## config.mk

```make
export PLATFORM = sky130hd
export DESIGN_NAME = prism_axi_id_retirer
export DESIGN_NICKNAME = d
export VERILOG_FILES = /design/src/rtl/prism_axi_id_pkg.sv /design/src/rtl/prism_axi_id_order_fifo.sv /design/src/rtl/prism_axi_id_retirer.sv
export SDC_FILE = /design/constraint.sdc
export NUM_CORES = 1
export LEC_CHECK = 0
export ABC_AREA = 1
export ABC_CLOCK_PERIOD_IN_PS = 3300
export CAP_MARGIN = 10
export CORE_AREA = 2 2 96 98
export DETAILED_ROUTE_END_ITERATION = 8
export DIE_AREA = 0 0 98 100
export GPL_ROUTABILITY_DRIVEN = 0
export GPL_TIMING_DRIVEN = 0
export SKIP_LAST_GASP = 1
export SYNTH_ARGS = -nofsm -noshare
export SYNTH_HDL_FRONTEND = slang
export SYNTH_SLANG_ARGS = --single-unit
```

## constraint.sdc

```tcl
create_clock -name clock -period 3.3 [get_ports clock]
set_clock_uncertainty 0.15 [all_clocks]
set_input_delay 0.495 -clock clock [delete_from_list [all_inputs] [get_ports clock]]
set_output_delay 0.495 -clock clock [all_outputs]
set_load 0.01 [all_outputs]
```

## src/rtl/prism_axi_id_pkg.sv

```systemverilog
`default_nettype none
// ============================================================================
//  Module      : prism_axi_id_pkg
//  Description : Shared types and defaults for the AXI ID retirement path.
//                Provides the retire FSM state encoding and the default ID
//                pool size, which must match prism_axi_id_allocator.
//  Revision    : 1.0 - initial release
// ============================================================================
package prism_axi_id_pkg;

  // Default number of AXI IDs in the pool.
  localparam int PRISM_AXI_NIDS = 8;

  // Retire FSM: wait for the head ID to complete, then offer it to the
  // allocator until it is accepted.
  typedef enum logic [0:0] {
    RT_IDLE  = 1'b0,
    RT_OFFER = 1'b1
  } rt_state_t;

endpackage : prism_axi_id_pkg
`default_nettype wire

```

## src/rtl/prism_axi_id_order_fifo.sv

```systemverilog
`default_nettype none
// ============================================================================
//  Module      : prism_axi_id_order_fifo
//  Description : Circular FIFO recording AXI IDs in issue order. Pointers
//                carry an extra wrap bit so full and empty are distinguished
//                by pointer difference. Full, empty and count are registered.
//                DEPTH must be a power of two.
//  Ports       : clock, reset      - clock, synchronous active-high reset
//                i_push, i_push_id - write an ID (caller keeps off when full)
//                i_pop             - drop the head (caller keeps off when empty)
//                o_head_id         - oldest ID still in the FIFO
//                o_empty, o_full   - registered occupancy flags
//                o_full_next       - full flag as it will be after this edge
//                o_count           - number of stored IDs
//  Revision    : 1.0 - initial release
// ============================================================================
module prism_axi_id_order_fifo #(
  parameter int DEPTH    = 8,
  parameter int ID_WIDTH = 3
) (
  input  logic                clock,
  input  logic                reset,
  input  logic                i_push,
  input  logic [ID_WIDTH-1:0] i_push_id,
  input  logic                i_pop,
  output logic [ID_WIDTH-1:0] o_head_id,
  output logic                o_empty,
  output logic                o_full,
  output logic                o_full_next,
  output logic [ID_WIDTH:0]   o_count
);

  localparam int PTR_W = ID_WIDTH + 1;
  localparam logic [PTR_W-1:0] C_DEPTH = PTR_W'(DEPTH);
  localparam logic [PTR_W-1:0] C_ONE   = PTR_W'(1);

  logic [PTR_W-1:0]    wptr_q, wptr_d;
  logic [PTR_W-1:0]    rptr_q, rptr_d;
  logic [PTR_W-1:0]    count_q, count_d;
  logic                empty_q, empty_d;
  logic                full_q, full_d;
  logic [ID_WIDTH-1:0] mem_q [DEPTH];
  logic [ID_WIDTH-1:0] mem_d [DEPTH];

  always_comb begin
    mem_d  = mem_q;
    wptr_d = wptr_q;
    rptr_d = rptr_q;
    if (i_push) begin
      mem_d[wptr_q[ID_WIDTH-1:0]] = i_push_id;
      wptr_d = wptr_q + C_ONE;
    end
    if (i_pop) begin
      rptr_d = rptr_q + C_ONE;
    end
    // Wrap bit makes the plain difference the occupancy, 0..DEPTH.
    count_d = wptr_d - rptr_d;
    empty_d = (count_d == '0);
    full_d  = (count_d == C_DEPTH);
  end

  always_ff @(posedge clock) begin
    if (reset) begin
      wptr_q  <= '0;
      rptr_q  <= '0;
      count_q <= '0;
      empty_q <= 1'b1;
      full_q  <= 1'b0;
    end else begin
      wptr_q  <= wptr_d;
      rptr_q  <= rptr_d;
      count_q <= count_d;
      empty_q <= empty_d;
      full_q  <= full_d;
    end
  end

  // Storage needs no reset: entries are only read between push and pop.
  always_ff @(posedge clock) begin
    mem_q <= mem_d;
  end

  assign o_head_id   = mem_q[rptr_q[ID_WIDTH-1:0]];
  assign o_empty     = empty_q;
  assign o_full      = full_q;
  assign o_full_next = full_d;
  assign o_count     = count_q;

endmodule : prism_axi_id_order_fifo
`default_nettype wire

```

## src/rtl/prism_axi_id_retirer.sv

```systemverilog
`default_nettype none
// ============================================================================
//  Module      : prism_axi_id_retirer
//  Description : Releasing end of the AXI ID pool. Records issue order of
//                AR/AW IDs, snoops R/B for final beats and hands IDs back to
//                the allocator strictly in issue order once complete.
//  Ports       : clock, reset              - clock, sync active-high reset
//                issue_valid/ready/id      - accepted address beat tracking
//                resp_valid/ready/id/last  - R/B snoop (last tied high for B)
//                dealloc_valid/ready/id    - release to the allocator
//                outstanding               - issued, not yet released IDs
//                error                     - sticky protocol error
//  Revision    : 1.0 - initial release
// ============================================================================
module prism_axi_id_retirer
  import prism_axi_id_pkg::*;
#(
  parameter int NIDS     = PRISM_AXI_NIDS,
  parameter int ID_WIDTH = $clog2(NIDS)
) (
  input  logic                clock,
  input  logic                reset,
  input  logic                issue_valid,
  output logic                issue_ready,
  input  logic [ID_WIDTH-1:0] issue_id,
  input  logic                resp_valid,
  output logic                resp_ready,
  input  logic [ID_WIDTH-1:0] resp_id,
  input  logic                resp_last,
  output logic                dealloc_valid,
  input  logic                dealloc_ready,
  output logic [ID_WIDTH-1:0] dealloc_id,
  output logic [ID_WIDTH:0]   outstanding,
  output logic                error
);

  rt_state_t           state_q, state_d;
  logic [NIDS-1:0]     pending_q, pending_d;
  logic [NIDS-1:0]     done_q, done_d;
  logic                issue_ready_q, issue_ready_d;
  logic                resp_ready_q;
  logic                dealloc_valid_q, dealloc_valid_d;
  logic [ID_WIDTH-1:0] dealloc_id_q, dealloc_id_d;
  logic                error_q, error_d;

  logic                w_issue_fire, w_issue_err, w_push;
  logic                w_resp_fire, w_resp_err, w_resp_ok;
  logic                w_pop;
  logic [ID_WIDTH-1:0] w_head_id;
  logic                w_fifo_empty, w_fifo_full, w_fifo_full_next;
  logic [ID_WIDTH:0]   w_count;

  prism_axi_id_order_fifo #(
    .DEPTH    (NIDS),
    .ID_WIDTH (ID_WIDTH)
  ) u_order_fifo (
    .clock       (clock),
    .reset       (reset),
    .i_push      (w_push),
    .i_push_id   (issue_id),
    .i_pop       (w_pop),
    .o_head_id   (w_head_id),
    .o_empty     (w_fifo_empty),
    .o_full      (w_fifo_full),
    .o_full_next (w_fifo_full_next),
    .o_count     (w_count)
  );

  always_comb begin
    // All checks use pre-edge pending/done, so an ID whose release completes
    // this cycle still counts as pending for a simultaneous re-issue.
    w_issue_fire = issue_valid & issue_ready_q & ~w_fifo_full;
    w_issue_err  = w_issue_fire & pending_q[issue_id];
    w_push       = w_issue_fire & ~pending_q[issue_id];

    w_resp_fire  = resp_valid & resp_ready_q & resp_last;
    w_resp_err   = w_resp_fire & (~pending_q[resp_id] | done_q[resp_id]);
    w_resp_ok    = w_resp_fire & ~w_resp_err;

    // While offering, dealloc_id_q equals the FIFO head.
    w_pop        = (state_q == RT_OFFER) & dealloc_ready;

    pending_d = pending_q;
    done_d    = done_q;
    if (w_push)    pending_d[issue_id] = 1'b1;
    if (w_resp_ok) done_d[resp_id]     = 1'b1;
    if (w_pop) begin
      pending_d[dealloc_id_q] = 1'b0;
      done_d[dealloc_id_q]    = 1'b0;
    end

    error_d       = error_q | w_issue_err | w_resp_err;
    issue_ready_d = ~w_fifo_full_next;

    state_d         = state_q;
    dealloc_valid_d = dealloc_valid_q;
    dealloc_id_d    = dealloc_id_q;
    case (state_q)
      RT_IDLE: begin
        if (!w_fifo_empty && done_q[w_head_id]) begin
          dealloc_id_d    = w_head_id;
          dealloc_valid_d = 1'b1;
          state_d         = RT_OFFER;
        end
      end
      RT_OFFER: begin
        if (dealloc_ready) begin
          dealloc_valid_d = 1'b0;
          state_d         = RT_IDLE;
        end
      end
      default: begin
        dealloc_valid_d = 1'b0;
        state_d         = RT_IDLE;
      end
    endcase
  end

  always_ff @(posedge clock) begin
    if (reset) begin
      state_q         <= RT_IDLE;
      pending_q       <= '0;
      done_q          <= '0;
      issue_ready_q   <= 1'b0;
      resp_ready_q    <= 1'b0;
      dealloc_valid_q <= 1'b0;
      dealloc_id_q    <= '0;
      error_q         <= 1'b0;
    end else begin
      state_q         <= state_d;
      pending_q       <= pending_d;
      done_q          <= done_d;
      issue_ready_q   <= issue_ready_d;
      resp_ready_q    <= 1'b1;
      dealloc_valid_q <= dealloc_valid_d;
      dealloc_id_q    <= dealloc_id_d;
      error_q         <= error_d;
    end
  end

  assign issue_ready   = issue_ready_q;
  assign resp_ready    = resp_ready_q;
  assign dealloc_valid = dealloc_valid_q;
  assign dealloc_id    = dealloc_id_q;
  assign outstanding   = w_count;
  assign error         = error_q;

endmodule : prism_axi_id_retirer
`default_nettype wire
```

Yosys cells after proc, flatten, opt, wreduce, memory -nomap -nowiden. Cells that the tools add are included.

Output and inout bits: 11. Register bits after elaboration: 62.

Add/sub/neg operators: 3. Muxes and demuxes: 33. Reductions and logical operators: 9. Equality and inequality tests: 3. Order comparisons: 10. Bitwise logic cells: 25.

Operators by type and width (count): $mux 8 (4); $bwmux 24 (1); $and 8x8->8 (2); $lt 3x4->1 const B (4); $or 8x8->8 (2); $bmux 1 s3 (4); $mux 1 (12); $and 1x1->1 (9); $bmux 3 s3 (1); $demux 1 s3 (3); $demux 3 s3 (1); $ge 3x1->1 const B (3); $mux 3 (3); $add 4x1->4 const B (2); $ge 4x4->1 const B (2); $mux 4 (2); $not 3->4 (2); $not 8->8 (1); $not 1->1 (6); $logic_and 1x1->1 (5); $eq 4x4->1 const B (1); $logic_not 4->1 (1); $lt 4x1->1 const B (1); $ne 2x2->1 const B (2); other kinds (5) (9).

Depth between registers and ports, before layout.
Depth after elaboration: 10. Gate-level depth with buffers: 20.

Modules after synthesis. Synthesis repeated with hierarchy kept, for this count alone.

Cells, all modules: 400. Area, all modules: 3175.5 µm².

By module, submodules not included: prism_axi_id_order_fifo (cells an instance 175, area each 1716.6 µm², times used 1); prism_axi_id_retirer (cells an instance 225, area each 1458.9 µm², times used 1).

Least setup slack after synthesis. No wires, ideal clock.

Kind: input-to-reg. Start point: input issue_id[0]. End point: register issue_ready_q, in the netlist issue_ready. Path buffers: 1. Stages: 20. Path slack: 0.514 ns. Arrival: 2.508 ns. Cells stage by stage: inv_2 nor3_1 nand2_1 o21ai_0 nor2_2 nand3_2 buf_6 nor2_1 xor2_1 inv_1 ha_1 nand2_1 nor2_1 a211oi_1 xnor2_1 inv_1 nand2_1 nand2_2 nor2_1 nor2_1.

Longest elaborated chain between the ends: 8.

Ends and longest elaborated chain: start, declared (RTL line prism_axi_id_retirer.sv:25) `input logic [ID_WIDTH-1:0] issue_id,`; $bmux 1 s3 (RTL line prism_axi_id_retirer.sv:74) `w_push = w_issue_fire & ~pending_q[issue_id];`; $mux 1 (not written as such) (RTL line prism_axi_id_retirer.sv:74); $not 1->1 (RTL line prism_axi_id_retirer.sv:74); $and 1x1->1 (RTL line prism_axi_id_retirer.sv:74); $mux 4 (RTL line prism_axi_id_order_fifo.sv:49) `if (i_push) begin`; named net u_order_fifo.wptr_d[2] (RTL line prism_axi_id_order_fifo.sv:37) `logic [PTR_W-1:0] wptr_q, wptr_d;`; $sub 4x4->4 (RTL line prism_axi_id_order_fifo.sv:57) `count_d = wptr_d - rptr_d;`; $eq 4x4->1 (RTL line prism_axi_id_order_fifo.sv:59) `full_d = (count_d == C_DEPTH);`; $not 1->1 (RTL line prism_axi_id_retirer.sv:93) `issue_ready_d = ~w_fifo_full_next;`; end signal, assigned (RTL line prism_axi_id_retirer.sv:133) `issue_ready_q <= issue_ready_d;`; end, declared (RTL line prism_axi_id_retirer.sv:40) `logic issue_ready_q, issue_ready_d;`.

The timed path passes the listed nets, and every way through them passes these cells. The select of a mux whose other input is x is not followed. A chain may end at the register's enable or synchronous reset.

Final worst setup path. Same ends and word-level chain as after synthesis.

==> results_dict.tcl <==
set metrics [dict create \
    core-area_sq_um 8890 \
    tightest_slew_ns 0.6578 \
    min_path_type "flop to flop" \
    antenna_cells 0 \
    drtAntennaViolNets 0 \
    rows 35 \
    dp_hpwl_microns 5138 \
    syn_avg_cell_area_sq_um 8.028 \
    io_pins 23 \
    grt_pass1_wl_microns 11210 \
    rsz0062_at_grt "false" \
    setup_viol 0 \
    fin_crit_sh_pct 91.00 \
    place_area_sq_um 3386 \
    ctsRootBufferMaster "clkbuf_8" \
    crit_arrival_ns 3.07 \
    async_flop_share_pct 0 \
    crit_top_cell "nor2_1" \
    postCtsSetupRepairBufs 0 \
    final_cell_area_sq_um 3556 \
    synth_most_common_cell "inv_1" \
    numCtsBuffers 9 \
    drive_gt1_share_pct 9.398 \
    wl_per_cell_microns 13.02 \
    antenna_found_initial 0 \
    clock_sinks 62 \
    start_kind "input port" \
    vdd_drop_max_uv 277.7 \
    critPathTopFamily "simple AND/OR/NAND/NOR gates" \
    synthCells 377 \
    yosysTopAreaCell "dfxtp_1" \
    powerDensity_nw_per_um2 550.2 \
    status "finished clean" \
    crit_required_ns 3.36 \
    fill_cells 900 \
    grt_pass1_vias 2341 \
    initial_core_util_pct 34.05 \
    overflow 0 \
    clk_latency_ns 0.35 \
    cts_hold_buf 0 \
    grt_start_max_net_pins 16 \
    vias_per_cell 4.774 \
    path_cells "buf_2 -> inv_2 -> nand3_1 -> o22ai_1 -> nor2_2 -> nand3_2 -> buf_6 -> nor2_1 -> xor2_1 -> inv_1 -> ha_1 -> nand2_1 -> nor2_1 -> a211oi_1 -> xnor2_1 -> inv_1 -> nand2_1 -> nand2_2 -> nor2_1 -> nor2_1" \
    cts_buffer_depth 2 \
    cp_slowest_cell "ha_1" \
    synth_edf_count 24 \
    max-cap-violations 0 \
    synth-seq-cells 62 \
    drtPass1Iterations 4 \
    fp.dieH_microns 100 \
    crit_type "input port to flop" \
    dieArea_sq_um 9800 \
    synth_nets 395 \
    drcViolationCount 0 \
    area_growth_syn_to_layout_pct 17.49 \
    drt_iter0_markers 171 \
    slew_headroom_pct 55.95 \
    yosys.cell_types.count 34 \
    syn_area_sq_um 3027 \
    htreeDepth 3 \
    dp_slack_ns -0.7364 \
    crit_fanout 13 \
    worst_setup_path_end_kind "flop" \
    fmax_mhz 333.0 \
    p_leak_uw 0.001503 \
    crit_buf_inv 5 \
    ys_seq_area_share_pct 48.95 \
    fp.dieW_microns 98 \
    synth_top_area_share_pct 25.13 \
    synth.area.top_cells "dfxtp_1, edfxtp_1, inv_1" \
    final-max-slew-violation-count 0 \
    num_vias 2511 \
    hold_viol_final 0 \
    path_clk_slew_ns 0.06 \
    layout_setup_ws_ns 0.2969 \
    final_nets 428 \
    io_buffers 22 \
    ys_top_cells_by_count "inv_1, nor2_1, nand2_1, dfxtp_1, nand3_1" \
    grt_usage_pct 14.68 \
    cpPeakStageDelay_ns 0.32 \
    synthFlopType "dfxtp_1" \
    cts_tree "built" \
    wirelength_microns 6847 \
    yosys_warnings 0 \
    fin_crit_ns 3.003 \
]
-- sequential cells by signal (all words and copies together), names as in the netlist --
| register | count |
|---|---|
| u_order_fifo.wptr_q | 4 |
| done_q | 8 |
| dealloc_id | 3 |
| dealloc_valid | 1 |
| u_order_fifo.o_count | 4 |
| pending_q | 8 |
| resp_ready | 1 |
| u_order_fifo.o_empty | 1 |
| u_order_fifo.rptr_q | 4 |
| issue_ready | 1 |
| u_order_fifo.o_full | 1 |
| state_q | 1 |
| error | 1 |
| u_order_fifo.mem_q | 24 |
-- worst min-delay path, stage by stage, from the launching register on --
cell	delay [ns]
dfxtp_1	0.32
nor2_1	0.04
nor2_1	0.06
-- layout by cell type (no fill, tap or decap), drive strengths merged --
cell	n
a211oi	1
a21boi	1
a21oi	17
a31oi	3
and3	1
buf	7
bufinv	1
clkbuf	14
clkdlybuf4s50	19
clkinv	7
dfxtp	38
edfxtp	24
fa	1
ha	5
inv	65
nand2	59
nand3	38
nand4	12
nor2	61
nor3	4
o211ai	2
o21a	1
o21ai	13
o22ai	9
o31ai	4
or2	1
xnor2	3
xor2	4
-- timing repair --
item | CTS | global route
pin swaps | 0 | 0
endpoints found under the setup margin | 4 | 4
resized for setup | 8 | 7
-- cell type report --
class | count | area [sq um] | share of cell area (%)
Sequential cell | 62 | 1481 | 41.66
Multi-Input combinational cell | 240 | 1235 | 34.73
Inverter | 67 | 251.5 | 7.072
Timing Repair Buffer | 22 | 207.7 | 5.841
Tap cell | 111 | 138.9 | 3.906
Clock buffer | 10 | 127.6 | 3.589
Buffer | 8 | 61.31 | 1.724
Clock inverter | 6 | 52.55 | 1.478
-- routing by layer --
metal  vias up  track usage (%)  wire, microns
li1       1299                -              -
met1      1156            19.09           3234
met2        46            23.18           3193
met3        10            3.830            280
met4         0            6.410            138
met5         -                0              0
-- stage by stage --
step                      hold slack, ns  TNS (ns)  cells  util, %  power (uW)
after floorplan                   0.2902         0    377        -        1186
after global placement            0.3002    -3.420    510    38.09        1338
after detailed placement          0.3051    -3.430    510    38.09        1343
after CTS                         0.3213         0    526    40.14        1974
after global routing              0.3413         0    526    40.00        2073
final                             0.3158         0    526    40.00        1956
-- cell families after synthesis --
kind of cell | after synthesis | share of synthesized area, %
flip-flops | 62 | 48.95
XOR/XNOR | 7 | 2.026
adder cells (fa/ha/maj) | 6 | 2.728
AO/OA/AOI/OAI | 51 | 9.673
AND/OR/NAND/NOR | 176 | 26.29
buffers and inverters | 75 | 10.33
-- power by group --
group | internal [uW] | switching (uW)
Sequential | 849 | 33.9
Clock | 340 | 292
Combinational | 176 | 266
Total | 1360 | 592
-- final timing paths --
path / from / to / slack [ns] / cells past startpoint
worst max-delay path: issue_id[0] / issue_ready$_SDFF_PP0_ / 0.30 / 20
worst min register to register: pending_q[3]$_SDFF_PP0_ / pending_q[3]$_SDFF_PP0_ / 0.32 / 2
worst min-delay path: pending_q[3]$_SDFF_PP0_ / pending_q[3]$_SDFF_PP0_ / 0.32 / 2
worst max register to register: pending_q[4]$_SDFF_PP0_ / issue_ready$_SDFF_PP0_ / 0.48 / 18
(Power assumes the default switching activity.)
